**config.mk**
```make
export PLATFORM = sky130hd
export DESIGN_NAME = regfile
export DESIGN_NICKNAME = d
export VERILOG_FILES = /design/src/rtl/regfile.sv
export SDC_FILE = /design/constraint.sdc
export NUM_CORES = 1
export LEC_CHECK = 0
export CORE_AREA = 2 2 167 169
export CTS_BUF_LIST = sky130_fd_sc_hd__clkbuf_16
export CTS_CLUSTER_DIAMETER = 50
export DETAILED_ROUTE_END_ITERATION = 16
export DIE_AREA = 0 0 169 171
export PLACE_DENSITY = 0.7
export SETUP_SLACK_MARGIN = 0.3
export SYNTH_ARGS = -nofsm -noshare
export SYNTH_HDL_FRONTEND = slang
export SYNTH_SLANG_ARGS = --single-unit
export TNS_END_PERCENT = 50
```
**constraint.sdc**
```tcl
create_clock -name clk -period 1.6 [get_ports clk]
set_input_delay 0.16 -clock clk [delete_from_list [all_inputs] [get_ports clk]]
set_output_delay 0.16 -clock clk [all_outputs]
set_load 0.01 [all_outputs]
```
**src/rtl/regfile.sv**
```systemverilog
// regfile -- sixteen 16-bit general-purpose registers for the 16-bit CPU
// datapath. Two combinational read ports, one synchronous write port; the
// destination field rDst is both a read address and the write address.
//
// Ports:
//   clk        : system clock, state updates on the rising edge
//   rst_n      : asynchronous active-low reset, clears every register
//   write      : write enable, stores writeData into regs[rDst] at the edge
//   rSrc       : source read address            -> dSrc
//   rDst       : destination read/write address -> dDst
//   pc         : program counter from fetch, not used by this block
//   write_data : data to store
//   dSrc/dDst  : register contents at rSrc/rDst (no write bypass)

// One 16-bit storage cell; the register file instantiates an array of these.
module regCell (
    input  logic        clk,
    input  logic        rst_n,
    input  logic        we,
    input  logic [15:0] d,
    output logic [15:0] q
);
    always_ff @(posedge clk or negedge rst_n) begin
        if (!rst_n)  q <= '0;
        else if (we) q <= d;
    end
endmodule

module regfile (
    input  logic        clk,
    input  logic        rst_n,
    input  logic        write,
    input  logic [3:0]  rSrc,
    input  logic [3:0]  rDst,
    input  logic [15:0] pc,
    input  logic [15:0] write_data,
    output logic [15:0] dSrc,
    output logic [15:0] dDst
);
    localparam int NUM_REGS = 16;
    localparam int REG_W    = 16;

    logic [NUM_REGS-1:0][REG_W-1:0] regQ;
    logic [NUM_REGS-1:0]            weVec;

    // pc is part of the decode-stage bundle but has no role here.
    logic unusedPc;
    assign unusedPc = ^pc;

    genvar gi;
    generate
        for (gi = 0; gi < NUM_REGS; gi++) begin : gReg
            assign weVec[gi] = write && (rDst == 4'(gi));
            regCell uCell (
                .clk (clk),
                .rst_n (rst_n),
                .we  (weVec[gi]),
                .d   (write_data),
                .q   (regQ[gi])
            );
        end
    endgenerate

    // Reads come straight from the stored state, so a pending write is not
    // visible until its edge commits it. Reset clears the cells
    // asynchronously, which already forces both ports to zero.
    assign dSrc = regQ[rSrc];
    assign dDst = regQ[rDst];
endmodule

```
==> results of run 1 <==
metal layers:
layer | up-vias | share of wire, % | global-route usage, % | wire, microns
li1 | 3552 | - | - | -
met5 | - | 0.042 | 0 | 15
met4 | 2 | 3.0 | 8.62 | 1080
met1 | 4562 | 42 | 35.1 | 14900
met2 | 284 | 50 | 42.9 | 17700
met3 | 84 | 5.6 | 4.05 | 2000
metrics by stage:
stage | power (mW) | instances | instance area [sq um] | hold slack, ns | setup slack [ns]
4_1_cts | 20.6 | 1326 | 16400 | 0.0834 | -0.501
2_1_floorplan | 12.3 | 849 | 13700 | -0.136 | 0.129
5_1_grt | 21.6 | 1329 | 16500 | 0.101 | -0.547
3_5_place_dp | 14.1 | 1269 | 15400 | 0.0824 | -0.652
3_3_place_gp | 13.9 | 1269 | 15400 | 0.0800 | -0.649
6_report | 20.6 | 1330 | 16500 | 0.0917 | -0.480
logic make-up (layout without fill, tap and decap cells):
group | count (synthesis) | count (layout) | share of synthesized area, %
other | 0 | 1 | 0
muxes | 384 | 384 | 43.2
and+or+nand+nor | 64 | 64 | 2.28
AOI/OAI and AO/OA | 64 | 64 | 3.60
buffers and inverters | 81 | 215 | 2.94
DFF | 256 | 256 | 48.0
what timing repair did:
action,4_1_cts,5_1_grt
endpoints found under the setup margin,287,38
gates resized for setup,187,20
pin swaps,58,16
buffers inserted,3,3
hold buffers,1,0
hold endpoints to repair,256,0
cloned,1,0
worst paths after layout:
path / end / slack [ns] / cells after the start
max in group asynchronous: gReg[14].uCell.q[8] / 0.86 / 3
worst max-delay path: dDst[15] / -0.48 / 4
worst min register to register: gReg[10].uCell.q[14] / 0.52 / 1
worst min-delay path: gReg[8].uCell.q[0] / 0.09 / 2
worst max register to register: gReg[3].uCell.q[7] / 0.60 / 3
min in group clk: gReg[3].uCell.q[2] / 0.41 / 4
final cells by class:
cell class / count / area (sq um)
clock buffer: 31 / 776
antenna: 1 / 2.50
clock inverter: 21 / 151
sequential: 256 / 6410
tap: 346 / 433
multi-input combinational: 512 / 6930
timing repair buffer: 163 / 1840
fill: 2054 / 10800
critical path, delay by kind of cell, from the launching register on:
family / cells / cell delay, ns
multiplexers: 1 / 0.49
flip-flops: 1 / 0.39
AO/OA/AOI/OAI: 1 / 0.22
buffers and inverters: 1 / 0.15
AND/OR/NAND/NOR: 1 / 0.11
where the power goes:
part,internal [mW],switching [mW],total [mW],leakage (nW)
Combinational,3.23,1.90,5.13,3.25
Clock,3.67,2.74,6.41,0.462
Sequential,8.00,1.07,9.07,3.14
Total,14.9,5.71,20.6,6.85
cells in the final DEF (no fill, tap or decap), drive strengths merged:
cell type,instances
mux2,256
dfrtp,256
buf,141
mux4,128
a22oi,64
nand2,34
clkbuf,32
clkdlybuf4s50,18
clkinv,14
nor2,12
inv,4
nor2b,3
nand3b,3
or3,3
nand2b,3
and2,2
clkinvlp,2
dlygate4sd2,2
diode,1
and2b,1
nor3b,1
and3,1
nand3,1
bufinv,1
dlygate4sd3,1
==> flow_metrics.tcl, run 1 <==
set metrics [dict create \
    grt.overflow.total 0 \
    slew_headroom_pct 58.6 \
    syn_to_final_growth_pct 23.9 \
    post-route-util_pct 60.5 \
    syn_area_sq_um 13300 \
    arrival_ns 1.92 \
    fin_tns_setup_ns -13.02 \
    track_usage_pct 25.8 \
    postRouteAntennaNets 0 \
    cp_slowest_cell "mux4_2" \
    critPathMaxFanout 3 \
    violations "negative setup slack" \
    clkTransAtPathRegs_ns 0.06 \
    final-setup-viol-count 32 \
    largest_reg_flops 256 \
    num_vias 8484 \
    wl_microns 35800 \
    cts_tree "built" \
    worstSetupEndpointType "output port" \
    synth_warnings 0 \
    ios 75 \
    synth_area_per_cell_sq_um 15.7 \
    synth_top_area_share_pct 48.0 \
    synth.distinct_cells 23 \
    root_buffer "clkbuf_16" \
    ys_seq_area_share_pct 48.0 \
    rr_startpoint "gReg[3].uCell.q[7]" \
    die_area_sq_um 28900 \
    path_class "reg2out" \
    yosysTopAreaCell "dfrtp_1" \
    worst_pin_slew_ns 0.619 \
    max_cap_viol_count 0 \
    grt_max_degree 59 \
    timing.final.crit_share_pct 130 \
    die_w_microns 169 \
    async_reset_ff_share_pct 100 \
    ys_ff_latch 256 \
    avgViaCountPerCell 6.38 \
    ys_top_cells_by_area "dfrtp_1, mux2_2, mux4_2" \
    syn-num-nets 892 \
    largest_register "gReg.uCell.q" \
    grt_pass1_vias 8986 \
    status "finished, violations left" \
    clock-skew-final_ns 0 \
    routabilityCongestion 0.811 \
    cts.path.max_buffers 3 \
    ys.flop_type "dfrtp_1" \
    critPathLaunch "gReg[11].uCell.q[15]" \
    syn_inst 849 \
    io_buffers 58 \
    required_ns 1.44 \
    cts_max_level 1 \
    clock_sinks 256 \
    hold_viol_final 0 \
    layout.nets 1006 \
    first_iter_violations 677 \
    reg_top3 "gReg.uCell.q: 256 flops" \
    grt_pass1_wl_microns 55600 \
    clk-insertion-delay-late_ns 0.56 \
    ir_drop_mv 0.562 \
    timing.fmax_mhz 481 \
    dp_hpwl_microns 23100 \
    path_cells "mux4_2 > a22oi_2 > nand2_1 > buf_2" \
    power_density_nw_per_um2 1250 \
    slew_violations 0 \
    cp_slowest_stage_delay_ns 0.49 \
    p_leak_nw 6.85 \
    synth_edf_count 0 \
    drc 0 \
    wl_per_cell_microns 26.9 \
    fp-row-count 61 \
    design.core.area_sq_um 27300 \
    crit_path_start_kind "flop" \
    fp.dieH_microns 171 \
    synth_common_cells "dfrtp_1, mux2_2, mux4_2, a22oi_1, clkbuf_1" \
    antenna_found_initial 2 \
    hold_path.class "in2async" \
    rsz0062_at_grt "yes" \
    fin_crit_ns 2.08 \
    drtPass1Iterations 5 \
    drive_above_1_share_pct 66.3 \
    setup_ws_ns -0.480 \
    start_util_pct 48.9 \
    cts_buffers 30 \
]
Note: power is estimated with default switching activity, not from simulation.
==> run 2, diff against run 1 <==
CORE_AREA = 5 5 170 172   (was 2 2 167 169)
CTS_BUF_LIST = sky130_fd_sc_hd__clkbuf_4   (was sky130_fd_sc_hd__clkbuf_16)
DIE_AREA = 0 0 175 177   (was 0 0 169 171)
==> flow_metrics.tcl, run 2 (synthesis gave the netlist of run 1 again) <==
set metrics [dict create \
    crit_path_start_kind "flop" \
    drc 0 \
    grt_pass1_wl_microns 57100 \
    path_class "reg2out" \
    worstSetupEndpointType "output port" \
    antenna_found_initial 3 \
    drive_above_1_share_pct 68.5 \
    cts_buffers 71 \
    syn_to_final_growth_pct 24.7 \
    cp-endpoint "dSrc[3]" \
    post-route-util_pct 60.9 \
    drtPass1Iterations 5 \
    final_cell_mix "mux2_2, dfrtp_1, mux4_2, clkbuf_4, buf_4" \
    max_cap_viol_count 0 \
    violations "negative setup slack" \
    cts_max_level 3 \
    rr_startpoint "gReg[3].uCell.q[6]" \
    largest_register "gReg.uCell.q" \
    routabilityCongestion 0.803 \
    grt_max_degree 63 \
    critPathMaxFanout 3 \
    largest_reg_flops 256 \
    slew_violations 0 \
    fp-row-count 61 \
    start_util_pct 48.9 \
    clk-insertion-delay-late_ns 0.68 \
    clock-skew-final_ns 0 \
    timing.rr.end "gReg[3].uCell.q[6]" \
    cts_tree "built" \
    final_cell_area_sq_um 16700 \
    cts.path.max_buffers 3 \
    avgViaCountPerCell 6.14 \
    root_buffer "clkbuf_4" \
    timing.fmax_mhz 448 \
    critPathLaunch "gReg[9].uCell.q[3]" \
    ios 75 \
    status "finished, violations left" \
    rsz0062_at_grt "yes" \
    p_leak_nw 7.03 \
    setup_ws_ns -0.634 \
    clock_sinks 256 \
    wl_met3_microns 1990 \
    wl_per_cell_microns 25.6 \
    first_iter_violations 540 \
    grt.overflow.total 0 \
    reg_top3 "gReg.uCell.q: 256 flops" \
    rrSetupSlack_ns 0.59 \
    required_ns 1.44 \
    dr.max_layer_used "met5" \
    met2_length_microns 18100 \
    wl_microns 36400 \
    layout.nets 1066 \
    hold_path.class "in2reg" \
    timing.final.crit_share_pct 140 \
    clkTransAtPathRegs_ns 0.07 \
    io_buffers 58 \
    fin_crit_ns 2.23 \
    ir_drop_mv 0.695 \
    num_vias 8710 \
    final-setup-viol-count 32 \
    power_density_nw_per_um2 1230 \
    design.core.area_sq_um 27300 \
    grt_pass1_vias 9692 \
    arrival_ns 2.07 \
    postRouteAntennaNets 0 \
    dp_hpwl_microns 23900 \
    power_mw 20.4 \
    hold_viol_final 0 \
    die_area_sq_um 31000 \
    track_usage_pct 24.3 \
    reg2reg_depth 3 \
    fp.dieH_microns 177 \
    wl_met1_microns 15200 \
    place_area_sq_um 15400 \
    slew_headroom_pct 62.7 \
    die_w_microns 175 \
    worst_pin_slew_ns 0.558 \
]
-- run 2: cell types whose count changed in the layout (fill, tap and decap cells not counted), sizes merged, moves of 2 or more --
cell and change:
clkinv +3, buf +18, inv -3, bufinv +2, clkbuf +67
-- run 2: routing by layer --
layer | global-route usage, % | vias up
li1 | - | 3722
met1 | 32.2 | 4652
met2 | 39.6 | 244
met3 | 5.51 | 88
met4 | 9.30 | 4
met5 | 0 | -
-- run 2: worst max-delay path: stages (launching register included) --
cell,delay (ns)
dfrtp_1,0.41
mux4_2,0.48
a22oi_1,0.18
nand2_1,0.15
buf_2,0.18
-- run 2: metrics by stage --
step	std cells	worst slack, ns	hold slack [ns]	TNS, ns
final	1419	-0.634	0.306	-16.97
after CTS	1414	-0.691	0.233	-19.09
after floorplan	849	0.129	-0.136	0
after detailed placement	1280	-0.603	0.0904	-121.76
after global routing	1419	-0.730	0.288	-19.76
after global placement	1280	-0.611	0.0900	-117.18
-- run 2: cell type report --
cell class / count / area (sq um)
Antenna cell: 1 / 2.50
Clock buffer: 99 / 743
Clock inverter: 23 / 178
Fill cell: 2101 / 10700
Multi-Input combinational cell: 512 / 6950
Sequential cell: 256 / 6410
Tap cell: 346 / 433
Timing Repair Buffer: 182 / 1940
-- run 2: where the power goes --
part / switching, mW / internal [mW]
clock: 2.78 / 3.35
combinational: 1.93 / 3.33
sequential: 1.05 / 7.99
total: 5.75 / 14.7
-- run 2: what timing repair did --
action | 4_1_cts | 5_1_grt
resized for setup | 181 | 24
cloned | 0 | 0
buffers inserted | 10 | 4
hold buffers | 2 | 0
pin swaps | 43 | 18
endpoints found under the setup margin | 140 | 217
endpoints found under the hold margin | 256 | 0
-- run 2: worst min path at each step --
stage | from | endpoint | cells after the start
detailed placement | rst_n | gReg[6].uCell.q[15] | 1
floorplan | rst_n | gReg[0].uCell.q[0] | 0
global route | rDst[1] | gReg[6].uCell.q[13] | 5
global placement | rst_n | gReg[5].uCell.q[15] | 1
finish | rDst[1] | gReg[10].uCell.q[9] | 5
CTS | rDst[1] | gReg[10].uCell.q[9] | 5
==> run 3, diff against run 2 <==
TNS_END_PERCENT = default   (was 50)
==> flow_metrics.tcl, run 3 (synthesis gave the netlist of run 1 again) <==
set metrics [dict create \
    status "finished, violations left" \
    violations "negative setup slack" \
    fin_crit_ns 2.16 \
    required_ns 1.44 \
    drtPass1Iterations 6 \
    fp.dieH_microns 177 \
    grt.overflow.total 0 \
    root_buffer "clkbuf_4" \
    cp_slowest_stage_delay_ns 0.47 \
    regArea_sq_um 6410 \
    rr_startpoint "gReg[11].uCell.q[10]" \
    clock-skew-final_ns 0 \
    track_usage_pct 24.3 \
    multi_input_area_sq_um 6950 \
    hold_viol_final 0 \
    wl_microns 36300 \
    timing.final.crit_share_pct 135 \
    grt_pass1_wl_microns 57100 \
    avgViaCountPerCell 6.29 \
    hold_path.class "in2async" \
    syn_to_final_growth_pct 24.1 \
    layout.nets 1059 \
    pre_cts_slack_ns -0.680 \
    post-route-util_pct 60.6 \
    wl_per_cell_microns 25.8 \
    ir_drop_mv 0.567 \
    max_cap_viol_count 0 \
    crit_path_start_kind "flop" \
    design.core.area_sq_um 27300 \
    clock_sinks 256 \
    grt_pass1_vias 9580 \
    clkTransAtPathRegs_ns 0.06 \
    cts_buffers 74 \
    start_util_pct 48.9 \
    drc 0 \
    critPathMaxFanout 3 \
    fp-row-count 61 \
    num-fill-cells 2123 \
    reg2reg_depth 3 \
    largest_register "gReg.uCell.q" \
    final-setup-viol-count 32 \
    cts_tree "built" \
    power_mw 20.2 \
    rrSetupSlack_ns 0.57 \
    final_cell_mix "mux2_2, dfrtp_1, mux4_2, clkbuf_4, buf_4" \
    worst_pin_slew_ns 0.584 \
    die_w_microns 175 \
    setup_ws_ns -0.564 \
    largest_reg_flops 256 \
    p_leak_nw 6.98 \
    path_cells "mux4_2 > a22oi_2 > nand2_1 > buf_6" \
    power_density_nw_per_um2 1220 \
    cts.path.max_buffers 3 \
    num_vias 8857 \
    cts_max_level 3 \
    grt_max_degree 59 \
    arrival_ns 2.00 \
    cp_slowest_cell "mux4_2" \
    slew_headroom_pct 61.0 \
    cp-endpoint "dSrc[2]" \
    timing.fmax_mhz 462 \
    path_class "reg2out" \
    rsz0062_at_grt "yes" \
    worstSetupEndpointType "output port" \
    dp_hpwl_microns 23400 \
    reg_top3 "gReg.uCell.q: 256 flops" \
    antenna_found_initial 4 \
    timing.rr.end "gReg[11].uCell.q[10]" \
    first_iter_violations 524 \
    die_area_sq_um 31000 \
    routabilityCongestion 0.816 \
    postRouteAntennaNets 0 \
    critPathLaunch "gReg[8].uCell.q[2]" \
    drive_above_1_share_pct 68.7 \
    clk-insertion-delay-late_ns 0.64 \
    ios 75 \
    slew_violations 0 \
    io_buffers 58 \
]
-- run 3: how the worst min path moves through the flow --
| stage | start | to | slack, ns | cells past startpoint |
|---|---|---|---|---|
| after floorplan | rst_n | gReg[0].uCell.q[0] | -0.14 | 0 |
| after global placement | rst_n | gReg[7].uCell.q[2] | 0.14 | 1 |
| after detailed placement | rst_n | gReg[7].uCell.q[2] | 0.15 | 1 |
| after CTS | rst_n | gReg[6].uCell.q[15] | 0.01 | 2 |
| after global routing | rst_n | gReg[7].uCell.q[2] | 0.03 | 2 |
| final | rst_n | gReg[7].uCell.q[2] | 0.02 | 2 |
-- run 3: area by class of cell --
class / instances / area share (%)
diodes: 1 / 0.0151
clock buffers: 108 / 4.89
clock inverters: 12 / 0.438
multi-input cells: 512 / 42.0
flip-flops and latches: 256 / 38.7
well taps: 346 / 2.61
repair buffers: 172 / 11.4
-- run 3: worst max-delay path, delay by kind of cell, from the launching register on --
kind,cells,cell delay (ns)
buffers and inverters,1,0.14
AOI/OAI and AO/OA,1,0.23
and+or+nand+nor,1,0.11
muxes,1,0.47
DFF,1,0.39
-- run 3: routing by layer --
layer | share of wire (%) | global-route usage [%] | vias to the layer above
met5 | 0.099 | 0 | -
li1 | - | - | 3707
met2 | 48 | 38.0 | 310
met1 | 42 | 33.7 | 4743
met4 | 3.1 | 8.48 | 6
met3 | 6.4 | 5.81 | 91
-- run 3: power by group --
group          total [mW]  switching [mW]  internal (mW)
clock                5.93            2.72           3.21
combinational        5.18            1.91           3.27
sequential           9.05            1.06           8.00
-- run 3: repair_timing --
item	in CTS	in global routing
endpoints found under the setup margin	191	33
setup buffers	5	3
resized for setup	187	16
pin swaps	52	19
endpoints found under the hold margin	256	0
hold buffers	1	0
-- run 3: stage by stage --
stage | area (sq um) | hold slack [ns] | instances | TNS [ns]
after global routing | 16600 | 0.0339 | 1407 | -19.39
after global placement | 15400 | 0.139 | 1277 | -123.48
after detailed placement | 15400 | 0.146 | 1277 | -127.65
after floorplan | 13700 | -0.136 | 849 | 0
after CTS | 16500 | 0.00969 | 1403 | -17.92
final | 16600 | 0.0195 | 1407 | -16.23
==> patch 1: new RTL, config.mk and constraints of run 2 <==
Register the outputs `dSrc` and `dDst`, without a reset; this adds one clock of latency there.
--- a/src/rtl/regfile.sv
+++ b/src/rtl/regfile.sv
@@ -66,4 +66,6 @@
     // asynchronously, which already forces both ports to zero.
-    assign dSrc = regQ[rSrc];
-    assign dDst = regQ[rDst];
+    always_ff @(posedge clk) begin
+        dSrc <= regQ[rSrc];
+        dDst <= regQ[rDst];
+    end
 endmodule
Check against the original RTL: not equivalent (Yosys sat finds a counterexample within 4 cycles, from zero or initial values and one cycle with rst_n low).
==> patch 1 against run 2 <==
  * Total power rose by 9.1%
  * Wire length is 3.1% higher
  * Area after synthesis grew 6.3%
  * Sequential share of layout area up 1.9 points
  * Sequential cell count grew 32
  * Final area up 5.1%
  * Combinational power barely moved
  * Setup slack gained 0.87 ns
  * Critical path type is now reg2reg
  * Largest cell class is now sequential cells
  * Largest power group unchanged
  * Highest routed layer is now met4
==> patch 1: results (changes against run 2) <==
Placement
  – Detail Placement HPWL: 24500 um (+2.5%)
  – Placed insts: 1311 (+2.4%)
  – Pre-CTS WS: -0.374 ns (+0.229 ns)
  – Placer Congestion: 0.791 (-1.6%)
  – DP Area: 0.0162 sq mm (+5.5%)

Route
  – Via count: 9002 (+3.4%)
  – Initial drt markers: 686 (+27%)
  – Met2 wire len: 18600 um (+3.0%)
  – Top layer reached by signal wires: met4
  – Met3 WL post-DR: 2230 um (+12%)
  – WL met1: 15600 um (+2.8%)
  – Sum of routed wire length over all layers: 37500 um (+3.1%)

Synth
  – Seq/Total Area, Yosys: 49.7% (+1.7 points)
  – Synthesized cell area: 0.0142 sq mm (+6.3%)
  – Yosys reg bits: 288 (+13%)
  – Top cells by count, synth: dfrtp_1, mux2_2, mux4_2
  – Synthesized Nets: 923 (+3.5%)
  – Largest cells by area after synthesis: dfrtp_1, mux4_2, mux2_2

Global routing
  – Number of global-route vias before repair: 9779 (+0.90%)
  – M3 GR Usage: 5.40% (-0.11 points)
  – GR Util met2: 41.0% (+1.5 points)
  – Global-route wire length before repair: 58700 um (+2.9%)
  – Pin count of the biggest net entering global routing: 54 (-14%)
  – Initial antenna violation count: 1 (-2)
  – Total GRT Usage: 25.1% (+0.82 points)

Layout
  – Cell Count, Final, Fillers Out: 1463 (+3.1%)
  – Top flop regs: gReg.uCell.q x256, dDst x16, dSrc x16
  – Clock-cell share: 6.02% (+0.49 points)
  – Non-clk buf share: 11.0% (-0.63 points)
  – Seq/total area: 40.3% (+1.9 points)
  – Multi-input combinational area share: 40.1% (-1.6 points)
  – Clock buf count: 126 (+27%)
  – Nets: 1095 (+2.7%)
  – Fillers: 2019 (-3.9%)
  – Repair and plain buffers: 170 (-6.6%)
  – Layout cells sized above 1: 66.9% (-1.5 points)
  – Design area: 0.0175 sq mm (+5.1%)
  – Largest class: sequential cells

Power and ir drop
  – Switch share: 27.7% (-0.48 points)
  – Maximum VDD drop: 0.753 mV (+8.4%)

Worst setup path
  – Arr. time, crit path: 1.91 ns (-0.16 ns)
  – Reg-to-reg critical path endpoint: dSrc[15]$_DFF_P_
  – R2R Setup Slk: 0.24 ns (-0.35 ns)

STA
  – Clk_skew: 0.0316 ns (+0.0316 ns)
  – Tcrit/Tclk final: 85.1% (-55 points)
  – Actual slew at the worst max-slew pin: 0.588 ns (+0.0299 ns)
  – Setup violations, final: 0 (-100%)

Clock tree
  – Post-CTS Setup Bufs: 0 (-10)

Worst hold path
  – Worst Hold Class: in2async

Run status
  – Status: complete, no violations
-- patch 1: cell types whose count changed after synthesis, sizes merged --
cell / change
dfxtp: +32
buf: -3
and2b: +1
nand2b: -1
nand3b: +1
nor2b: -1
clkbuf: +2
-- patch 1: worst max path at each step --
stage                                                 end  cells after the start
after floorplan           gReg[4].uCell.q[10]$_DFFE_PN0P_                      5
after global placement     gReg[3].uCell.q[0]$_DFFE_PN0P_                      6
after detailed placement   gReg[8].uCell.q[7]$_DFFE_PN0P_                      6
after CTS                                         dDst[5]                      1
after global routing                      dSrc[9]$_DFF_P_                      3
final                                    dSrc[15]$_DFF_P_                      3
-- patch 1: logic make-up after synthesis --
| kind of cell | Yosys count | share of synthesized area [%] |
|---|---|---|
| flip-flops | 288 | 49.7 |
| AND/OR/NAND/NOR | 64 | 2.65 |
| buffers and inverters | 80 | 2.87 |
| multiplexers | 384 | 41.4 |
| AO/OA/AOI/OAI | 64 | 3.39 |
==> patch 2: new RTL, flow settings as in run 2 <==
Made on the original files. Reset style: synchronous (`rst_n`), changed in one clocked block. Comments in the files are not updated.
--- a/src/rtl/regfile.sv
+++ b/src/rtl/regfile.sv
@@ -22,3 +22,3 @@
 );
-    always_ff @(posedge clk or negedge rst_n) begin
+    always_ff @(posedge clk) begin
         if (!rst_n)  q <= '0;
Function: differs if rst_n is asserted again (counterexample within 4 cycles, from zero or initial values and one cycle with rst_n low); with rst_n held inactive, the same outputs for 4 cycles.
==> patch 2 against run 2 <==
  * Wire length is 34% higher
  * Final cell count is 37% higher
  * Die area stayed put
  * Area after synthesis is 7.4% higher
  * Sequential cell count stayed put
  * Critical path depth stayed put
  * First-iteration DRC count grew to 3.4 times the old value
  * Register-to-register slack better by 0.25 ns
  * Final area is 3.9% higher
  * Critical path type unchanged
  * Non-clock buffer count is 18 higher
  * The flow still finishes with violations (setup timing)
  * Setup slack better by 0.059 ns
Power is not compared: it rests on default switching activity, and its combinational part moved more than twofold at a synthesized area within 25%.
==> patch 2: results (changes against run 2) <==
Run status
  – Status: finished, violations left
  – Failing checks: setup timing

Worst setup path
  – RR Startpoint: gReg[12].uCell.q[14]$_SDFFE_PN0P_
  – Crit-path max cell delay: 0.51 ns (+0.03 ns)
  – R2R Setup Slk: 0.84 ns (+0.25 ns)
  – Worst Reg-to-Reg Cells: 2 (-1)
  – Reg-to-reg critical path endpoint: gReg[12].uCell.q[14]$_SDFFE_PN0P_
  – Setup crit end: dDst[3]
  – Worst Setup SP: gReg[11].uCell.q[3]$_SDFFE_PN0P_
  – Arr. time, crit path: 2.02 ns (-0.05 ns)

Clock tree
  – CTS Hold Bufs: 1 (-1)
  – Post-CTS Setup Bufs: 0 (-10)
  – CTS resizes: 233 (+29%)

STA
  – Final worst setup slack: -0.576 ns (+0.0585 ns)
  – Setup violations, final: 32 (unchanged)
  – Actual slew at the worst max-slew pin: 0.346 ns (-0.213 ns)
  – Final hold slack: 0.218 ns (-0.0874 ns)

Synth
  – Post-synth ARST share: 0% (-100 points)
  – Mux share of post-synthesis cell area: 20.1% (-23 points)
  – Predominant post-synthesis flop cell: dfxtp_1
  – Top cells by count, synth: nand3_1, dfxtp_1, o21ai_0
  – Distinct cells, synth: 25 (+8.7%)
  – Largest cells by area after synthesis: dfxtp_1, mux4_2, a21boi_0

Global routing
  – Total GRT Usage: 31.5% (+7.2 points)
  – Global-route wire length before repair: 77200 um (+35%)
  – Grt met1 use: 42.5% (+10 points)
  – GR Util met2: 49.1% (+9.6 points)
  – Pin count of the biggest net entering global routing: 65 (+3.2%)
  – Initial antenna violation count: 1 (-2)
  – M3 GR Usage: 6.96% (+1.5 points)

Power and ir drop
  – Final Power: 14.7 mW

Route
  – WL per Instance: 25.2 um (-1.8%)
  – Met2 wire len: 22500 um (+25%)
  – Via count: 13550 (+56%)
  – Met3 WL post-DR: 5640 um (+180%)
  – Initial drt markers: 1811 (+240%)
  – Top layer reached by signal wires: met4
  – WL met1: 18600 um (+23%)

Layout
  – Layout cells sized above 1: 34.9% (-34 points)

Placement
  – Detail Placement HPWL: 29900 um (+25%)
## patch 2: cell count changes after synthesis, sizes merged, moves of 9 or more
| cell | before | now |
|---|---|---|
| dfxtp | 0 | 256 |
| clkbuf | 36 | 117 |
| dfrtp | 256 | 0 |
| a21boi | 0 | 256 |
| nor2 | 12 | 3 |
| buf | 45 | 97 |
| o21ai | 0 | 256 |
| mux2 | 256 | 0 |
| nand3 | 1 | 257 |
## patch 2: cell type report
cell class              count  area (sq um)
clock buffers             107           803
diodes                      1          2.50
clock inverters            14           115
fillers                  2218         10000
well taps                 346           433
flip-flops and latches    256          5170
repair buffers            200          2240
multi-input cells        1016          8530
## patch 2: metrics by stage
step,setup slack [ns],TNS (ns),cells,cell area [sq um]
finish,-0.576,-15.57,1940,17300
global placement,-0.654,-71.77,1817,16000
global route,-0.630,-17.90,1940,17300
floorplan,0.188,0,1486,14500
CTS,-0.571,-16.35,1939,17200
detailed placement,-0.657,-78.48,1817,16000
